**config.mk**
```make
export PLATFORM = sky130hd
export DESIGN_NAME = noc_out_port_arbiter
export DESIGN_NICKNAME = d
export VERILOG_FILES = /design/src/rtl/noc_out_port_arbiter.sv
export SDC_FILE = /design/constraint.sdc
export NUM_CORES = 1
export LEC_CHECK = 0
export ABC_AREA = 0
export CAP_MARGIN = 20
export CELL_PAD_IN_SITES_DETAIL_PLACEMENT = 1
export CELL_PAD_IN_SITES_GLOBAL_PLACEMENT = 2
export CORE_UTILIZATION = 36
export CTS_BUF_LIST = sky130_fd_sc_hd__clkbuf_4 sky130_fd_sc_hd__clkbuf_8
export DETAILED_ROUTE_END_ITERATION = 10
export GPL_TIMING_DRIVEN = 0
export PLACE_DENSITY_LB_ADDON = 0.2
export SETUP_SLACK_MARGIN = 0.4
export SKIP_LAST_GASP = 1
export SLEW_MARGIN = 20
export SYNTH_ARGS = -nofsm -noshare
export SYNTH_HDL_FRONTEND = slang
export SYNTH_SLANG_ARGS = --single-unit
```
**constraint.sdc**
```tcl
create_clock -name clk -period 8.75 [get_ports clk]
set_clock_uncertainty 0.15 [all_clocks]
set_input_delay 1.75 -clock clk [delete_from_list [all_inputs] [get_ports clk]]
set_output_delay 1.75 -clock clk [all_outputs]
set_load 0.005 [all_outputs]
```
**src/rtl/noc_out_port_arbiter.sv**
```systemverilog
// noc_out_port_arbiter: wormhole output-port arbiter for one router output.
// Round-robin packet-level fairness across NUM_REQ inputs, downstream
// credit tracking and crossbar select generation.
// Optional per-input packet counters are built when NOC_ARB_STATS_EN is defined.
module noc_out_port_arbiter #(
  parameter  int NUM_REQ = 5,
  parameter  int CREDITS = 4,
  localparam int SEL_W   = $clog2(NUM_REQ),
  localparam int CRD_W   = $clog2(CREDITS + 1)
) (
  input  logic               clk,
  input  logic               rst,
  input  logic [NUM_REQ-1:0] req,
  input  logic [NUM_REQ-1:0] tail,
  input  logic               credit_ret,
  output logic [NUM_REQ-1:0] gnt,
  output logic [SEL_W-1:0]   sel,
  output logic               out_vld,
  output logic               busy,
  output logic [CRD_W-1:0]   credit_cnt,
  output logic               credit_err
`ifdef NOC_ARB_STATS_EN
  ,
  output logic [NUM_REQ*16-1:0] pkt_cnt
`endif
);

  localparam logic [0:0]       IDLE    = 1'b0;
  localparam logic [0:0]       LOCKED  = 1'b1;
  localparam int unsigned      NREQ_U  = NUM_REQ;
  localparam logic [CRD_W-1:0] CRD_MAX = CRD_W'(CREDITS);
  localparam logic [SEL_W-1:0] LAST    = SEL_W'(NUM_REQ - 1);

  logic [0:0]       state;
  logic [SEL_W-1:0] owner;
  logic [SEL_W-1:0] rr_ptr;
  logic [SEL_W-1:0] pick;
  logic             found;
  logic             has_credit;
  logic             tail_xfer;
  int unsigned      idx;

  assign has_credit = (credit_cnt != '0);
  assign tail_xfer  = |(gnt & tail);
  assign out_vld    = |gnt;
  assign busy       = (state == LOCKED);
  assign sel        = owner;

  // Round-robin search: first requester at or after rr_ptr, wrapping.
  always_comb begin
    pick  = '0;
    found = 1'b0;
    idx   = 0;
    for (int unsigned k = 0; k < NREQ_U; k++) begin
      idx = 32'(rr_ptr) + k;
      if (idx >= NREQ_U) idx = idx - NREQ_U;
      if (!found && req[SEL_W'(idx)]) begin
        found = 1'b1;
        pick  = SEL_W'(idx);
      end
    end
  end

  // Grant only the locked owner, and only when a downstream slot is free.
  always_comb begin
    gnt = '0;
    if (state == LOCKED && req[owner] && has_credit) gnt[owner] = 1'b1;
  end

  // Packet FSM: lock onto the picked input, release after its tail flit.
  always_ff @(posedge clk or posedge rst) begin
    if (rst) begin
      state  <= IDLE;
      owner  <= '0;
      rr_ptr <= '0;
    end else begin
      case (state)
        IDLE: begin
          if (found && has_credit) begin
            owner <= pick;
            state <= LOCKED;
          end
        end
        default: begin
          if (tail_xfer) begin
            state  <= IDLE;
            rr_ptr <= (owner == LAST) ? '0 : owner + 1'b1;
          end
        end
      endcase
    end
  end

  // Credit counter; a return arriving with a full counter is flagged and dropped.
  always_ff @(posedge clk or posedge rst) begin
    if (rst) begin
      credit_cnt <= CRD_MAX;
      credit_err <= 1'b0;
    end else if (credit_ret && !out_vld) begin
      if (credit_cnt == CRD_MAX) credit_err <= 1'b1;
      else                       credit_cnt <= credit_cnt + 1'b1;
    end else if (out_vld && !credit_ret) begin
      credit_cnt <= credit_cnt - 1'b1;
    end
  end

`ifdef NOC_ARB_STATS_EN
  // Per-input count of completed packets (tail flits transferred), wrapping.
  always_ff @(posedge clk or posedge rst) begin
    if (rst) begin
      pkt_cnt <= '0;
    end else begin
      for (int unsigned i = 0; i < NREQ_U; i++) begin
        if (gnt[i] && tail[i]) pkt_cnt[16*i +: 16] <= pkt_cnt[16*i +: 16] + 16'd1;
      end
    end
  end
`endif

endmodule

```
==> reports/metrics.cfg, run 1 <==
[min_path]
hp-class=reg -> reg
min-delay-start=credit_err

[worst_setup_path]
startpoint_type=input pin
critPathBufInv=3
path_class=in -> out
path_cells=clkdlybuf4s50_1 > mux2i_1 > o21ai_0 > o2bb2ai_1 > and3b_1 > buf_2 > nand2_1 > nor3_1 > clkdlybuf4s50_1
max_stage_delay_ps=680
worst_path_max_delay_cell=clkdlybuf4s50_1
crit_required_ps=6850
rr_startpoint=rr_ptr[1]
crit_path_end_kind=output port
crit_arrival_ps=4160
crit_family=buffers and inverters
cpMostUsedCell=clkdlybuf4s50_1
crit_start=req[0]
cp_max_fo=9

[drt]
vias=1845
wl_mm=5.71
post_drt_wl_per_cell_um=17.8
drtIter0Drc=96
postRouteAntennaNets=0
vias_per_cell=5.77
drc_errors=0
first_pass_iters=4

[sta]
drv_slew=0
hold_violations=0
tns_ps=0
fmax_mhz=165
fin_crit_ps=6060
period_share_pct=69.3
setup_violations=0
relSlewSlack_pct=62.5
worst_pin_slew_ps=557
rsz0062_at_grt=false

[synth]
async_flop_share_pct=100
synth-simple-area-share_pct=23.9
synth_xor_area_share_pct=1.94
muxShareOfSynthArea_pct=14.1
yosysSeqAreaShare_pct=15.3
synth_top_family_by_area=compound AO/OA/AOI/OAI gates
synthAdderAreaFrac_pct=9.17
synth-compound-area-share_pct=29.6
synth_area_mm2=0.00180
syn_nets=248
synth_edf_count=0
syn_avg_cell_area_um2=8.08
synth_ff_type=dfrtp_1
ys_ff_latch=11
synth_cell_types=63
yosys_warnings=0
synthCells=223

[floorplanning]
boundaryPins=27
dieArea_mm2=0.00529
start_util_pct=37.9
rows=25
die_x_um=72.7
core_mm2=0.00475
die_y_um=72.7

[clock_tree]
cts-root-buf=clkbuf_8
cts_hold_buffers=0
cts_sinks=11
cts_buffers=3
cts_resized=0
clk_latency_ps=250
clk_pin_slew_worst_paths_ps=60
cts_setup_buffers=0
htreeDepth=1
cts_tree=built
clockBufferDepth=2

[placed_design]
dp_hpwl_mm=4.43
port_buffers=26
routabilityCongestion=0.876

[final_layout]
mostFrequentLayoutCells=clkdlybuf4s50_1, nor2_1, a21oi_1
area_growth_pct=21.7
final_common_cell=clkdlybuf4s50_1
n_fill_cell=584
diodes=0
final_net_count=279
drive_gt1_share_pct=11.5

[pwr]
p_seq_share_pct=11.7
p_per_area_mw_per_mm2=480
p_switching_uw=553
p_clk_share_pct=5.2
p_comb_share_pct=83.1
leakagePower_uw=0.000870
finalPower_uw=1050
netSwitchingFraction_pct=52.5
peakVddDrop_uv=205
internal-power_uw=500

[global_route]
grt_pass1_vias=1819
antenna_found_initial=0
grt_max_degree=12
grt_use_total_pct=23.2
grt_pass1_wl_mm=9.30
gr-total-overflow=0

[run_status]
status=complete, no violations

[job]
cap_violations=0

-- synth_stat cells (2+ instances only) --
| cell | instances | area [µm²] |
|---|---|---|
| or3_1 | 2 | 12.5 |
| and3b_1 | 2 | 17.5 |
| o2bb2ai_1 | 3 | 26.3 |
| buf_2 | 2 | 10.0 |
| nor2_1 | 17 | 63.8 |
| nor3b_1 | 2 | 15.0 |
| nand2_1 | 16 | 60.1 |
| a31oi_1 | 2 | 12.5 |
| nand4_1 | 2 | 12.5 |
| fa_1 | 2 | 40.0 |
| o21ai_0 | 12 | 60.1 |
| o32ai_1 | 2 | 17.5 |
| mux4_1 | 2 | 52.6 |
| a21oi_1 | 17 | 85.1 |
| o41ai_1 | 2 | 17.5 |
| nor4_1 | 2 | 12.5 |
| o21a_1 | 2 | 15.0 |
| a21o_1 | 3 | 22.5 |
| a221oi_1 | 3 | 26.3 |
| xnor2_1 | 3 | 26.3 |
| a211oi_1 | 5 | 37.5 |
| nor3_1 | 7 | 35.0 |
| nor2b_1 | 6 | 37.5 |
| inv_1 | 16 | 60.1 |
| nor4_2 | 2 | 25.0 |
| nand3_1 | 6 | 30.0 |
| clkbuf_1 | 5 | 18.8 |
| a221o_1 | 2 | 20.0 |
| nand2b_1 | 6 | 37.5 |
| mux2i_1 | 13 | 130 |
| or2_2 | 3 | 18.8 |
| ha_1 | 10 | 125 |
| mux2_2 | 5 | 56.3 |
| dfrtp_1 | 10 | 250 |
-- final timing paths --
check                      cells past startpoint       endpoint  slack, ps
hold reg to reg                                1     credit_err        320
hold / removal                                 1     credit_err        320
setup reg to reg                              11         sel[1]       4740
max in group asynchronous                      2  credit_cnt[2]       6490
min in group asynchronous                      2  credit_cnt[1]       1640
setup / recovery                               9         gnt[2]       2690
-- through the flow --
step,setup WS [ps],instance area [µm²],cells,utilization (%),hold WS (ps)
2_1_floorplan,4150,1800,223,-,318
3_3_place_gp,2700,2150,316,45.1,312
3_5_place_dp,2700,2150,316,45.1,319
4_1_cts,2650,2190,320,46.1,331
5_1_grt,2520,2190,320,46.1,362
6_report,2690,2190,320,46.1,322
-- power groups by stage --
stage	combinational [µW]	clock (µW)	sequential, µW
floorplan	650	0	111
global placement	864	0	123
detailed placement	872	0	123
CTS	877	55.4	123
global route	961	57.8	127
finish	875	54.5	123
-- routing by layer --
| layer | track usage, % | vias to the layer above | wire, µm |
|---|---|---|---|
| met2 | 40.2 | 33 | 2780 |
| met5 | 0 | - | 0 |
| met1 | 30.1 | 896 | 2710 |
| li1 | - | 906 | - |
| met4 | 8.71 | 0 | 108 |
| met3 | 1.66 | 10 | 117 |
-- logic make-up after synthesis --
family / Yosys count
AO/OA/AOI/OAI: 72
buffers and inverters: 25
adder cells (fa/ha/maj): 12
multiplexers: 21
AND/OR/NAND/NOR: 78
XOR/XNOR: 4
flip-flops: 11
-- layout make-up --
| class | count | area (µm²) | share of cell area, % |
|---|---|---|---|
| timing repair buffer | 26 | 260 | 11.9 |
| inverter | 16 | 60.1 | 2.74 |
| tap | 67 | 83.8 | 3.82 |
| clock buffer | 3 | 41.3 | 1.88 |
| clock inverter | 1 | 5.00 | 0.228 |
| buffer | 9 | 47.5 | 2.17 |
| multi-input combinational | 187 | 1420 | 64.7 |
| sequential | 11 | 277 | 12.6 |
-- flip-flops by register name (all words and copies together) (netlist names) --
register    flops
credit_cnt      3
rr_ptr          3
sel             3
busy            1
credit_err      1
Note: power is estimated with default switching activity, not from simulation.
==> run 2, diff against run 1 <==
CORE_UTILIZATION = 33   (was 36)
clock period = 5.9 ns   (was 8.75 ns; I/O delays follow)
==> reports/metrics.cfg, run 2 (same netlist as run 1, synthesis figures left out) <==
[sta]
period_share_pct=82.7
rsz0062_at_grt=false
tns_ps=0
setup_violations=0
fmax_mhz=205
drv_slew=0
worst_pin_slew_ps=615
relSlewSlack_pct=58.6
fin_crit_ps=4880
hold_violations=0

[clock_tree]
clockBufferDepth=2
cts_resized=0
cts_setup_buffers=0
cts_tree=built
htreeDepth=1
cts_sinks=11
cts_buffers=3
cts_hold_buffers=0
clk_pin_slew_worst_paths_ps=50
cts-root-buf=clkbuf_8
clk_latency_ps=250

[global_route]
grt_pass1_wl_mm=9.06
grt_pass1_vias=1712
gr-total-overflow=0
grt_use_total_pct=21.6
grt_max_degree=12
antenna_found_initial=0

[worst_setup_path]
crit_required_ps=4570
path_cells=clkdlybuf4s50_1 > mux2i_1 > o21ai_0 > o2bb2ai_1 > and3b_1 > buf_2 > nand2_1 > nor3_1 > clkdlybuf4s50_1
path_class=in -> out
ff2ff_path_depth=11
startpoint_type=input pin
crit_path_end_kind=output port
worst_path_max_delay_cell=clkdlybuf4s50_1
cpMostUsedCell=clkdlybuf4s50_1
cp_max_fo=9
crit_arrival_ps=3550
max_stage_delay_ps=660

[floorplanning]
dieArea_mm2=0.00576
die_y_um=75.9
rows=26
start_util_pct=34.8
die_x_um=75.9
core_mm2=0.00517
boundaryPins=27

[final_layout]
mostFrequentLayoutCells=clkdlybuf4s50_1, nor2_1, a21oi_1
final_cells=323
area_growth_pct=22.0
final_net_count=279
diodes=0
n_fill_cell=629
final_common_cell=clkdlybuf4s50_1
drive_gt1_share_pct=11.5

[pwr]
peakVddDrop_uv=285
leakagePower_uw=0.000871
p_per_area_mw_per_mm2=713

[drt]
vias_per_cell=5.64
first_pass_iters=4
postRouteAntennaNets=0
post_drt_wl_per_cell_um=17.7
drtIter0Drc=65
vias=1821
drc_errors=0
wl_mm=5.72

[placed_design]
port_buffers=26
dp_hpwl_mm=4.49
dpl.cell_count=319
routabilityCongestion=0.886

[min_path]
hp-class=reg -> reg
holdPathStages=1

[job]
cap_violations=0

[run_status]
status=complete, no violations

==> run 2: changes by cell type in the layout (fill, tap and decap cells not counted), sizes merged <==
cell    previous run  this run
clkbuf             8         9
clkinv             1         0
==> run 2: worst max-delay path: cells and delay by family <==
kind                   cells  cell delay [ps]
buffers and inverters      3             1420
AND/OR/NAND/NOR            3              510
AO/OA/AOI/OAI              2              310
multiplexers               1              120
==> run 2: final cells by class <==
class,instances,area [µm²],share of cell area (%)
well taps,70,87.6,3.98
plain buffers,9,47.5,2.16
repair buffers,26,260,11.8
clock buffers,4,48.8,2.22
multi-input cells,187,1420,64.5
flip-flops and latches,11,277,12.6
inverters,16,60.1,2.73
==> run 2: metrics by stage <==
stage / area, µm² / utilization (%) / hold WS [ps] / worst slack, ps / power, µW
floorplan: 1800 / - / 318 / 2440 / 1130
global placement: 2150 / 41.6 / 308 / 1020 / 1470
detailed placement: 2150 / 41.6 / 333 / 1010 / 1470
CTS: 2200 / 42.5 / 348 / 1010 / 1570
global route: 2200 / 42.5 / 375 / 826 / 1710
finish: 2200 / 42.5 / 341 / 1020 / 1570
==> run 2: per-layer routing <==
layer | up-vias | wire length, µm | track usage (%)
met5 | - | 0 | 0
met4 | 0 | 42 | 3.70
met3 | 5 | 344 | 4.89
met2 | 34 | 2470 | 33.0
met1 | 883 | 2860 | 31.3
li1 | 899 | - | -
==> run 2: where the power goes <==
part           switching [µW]  internal [µW]  leakage (µW)
Clock                    33.4           52.4     0.0000262
Sequential               66.5            112      0.000129
Combinational             720            583      0.000715
==> run 2: final timing paths <==
path / startpoint / slack (ps) / endpoint
max: req[2] / 1020 / gnt[2]
min: credit_err / 340 / credit_err
max reg2reg: rr_ptr[1] / 1920 / sel[1]
min reg2reg: credit_err / 340 / credit_err
max in group asynchronous: rst / 4160 / credit_cnt[2]
min in group asynchronous: rst / 1100 / rr_ptr[2]
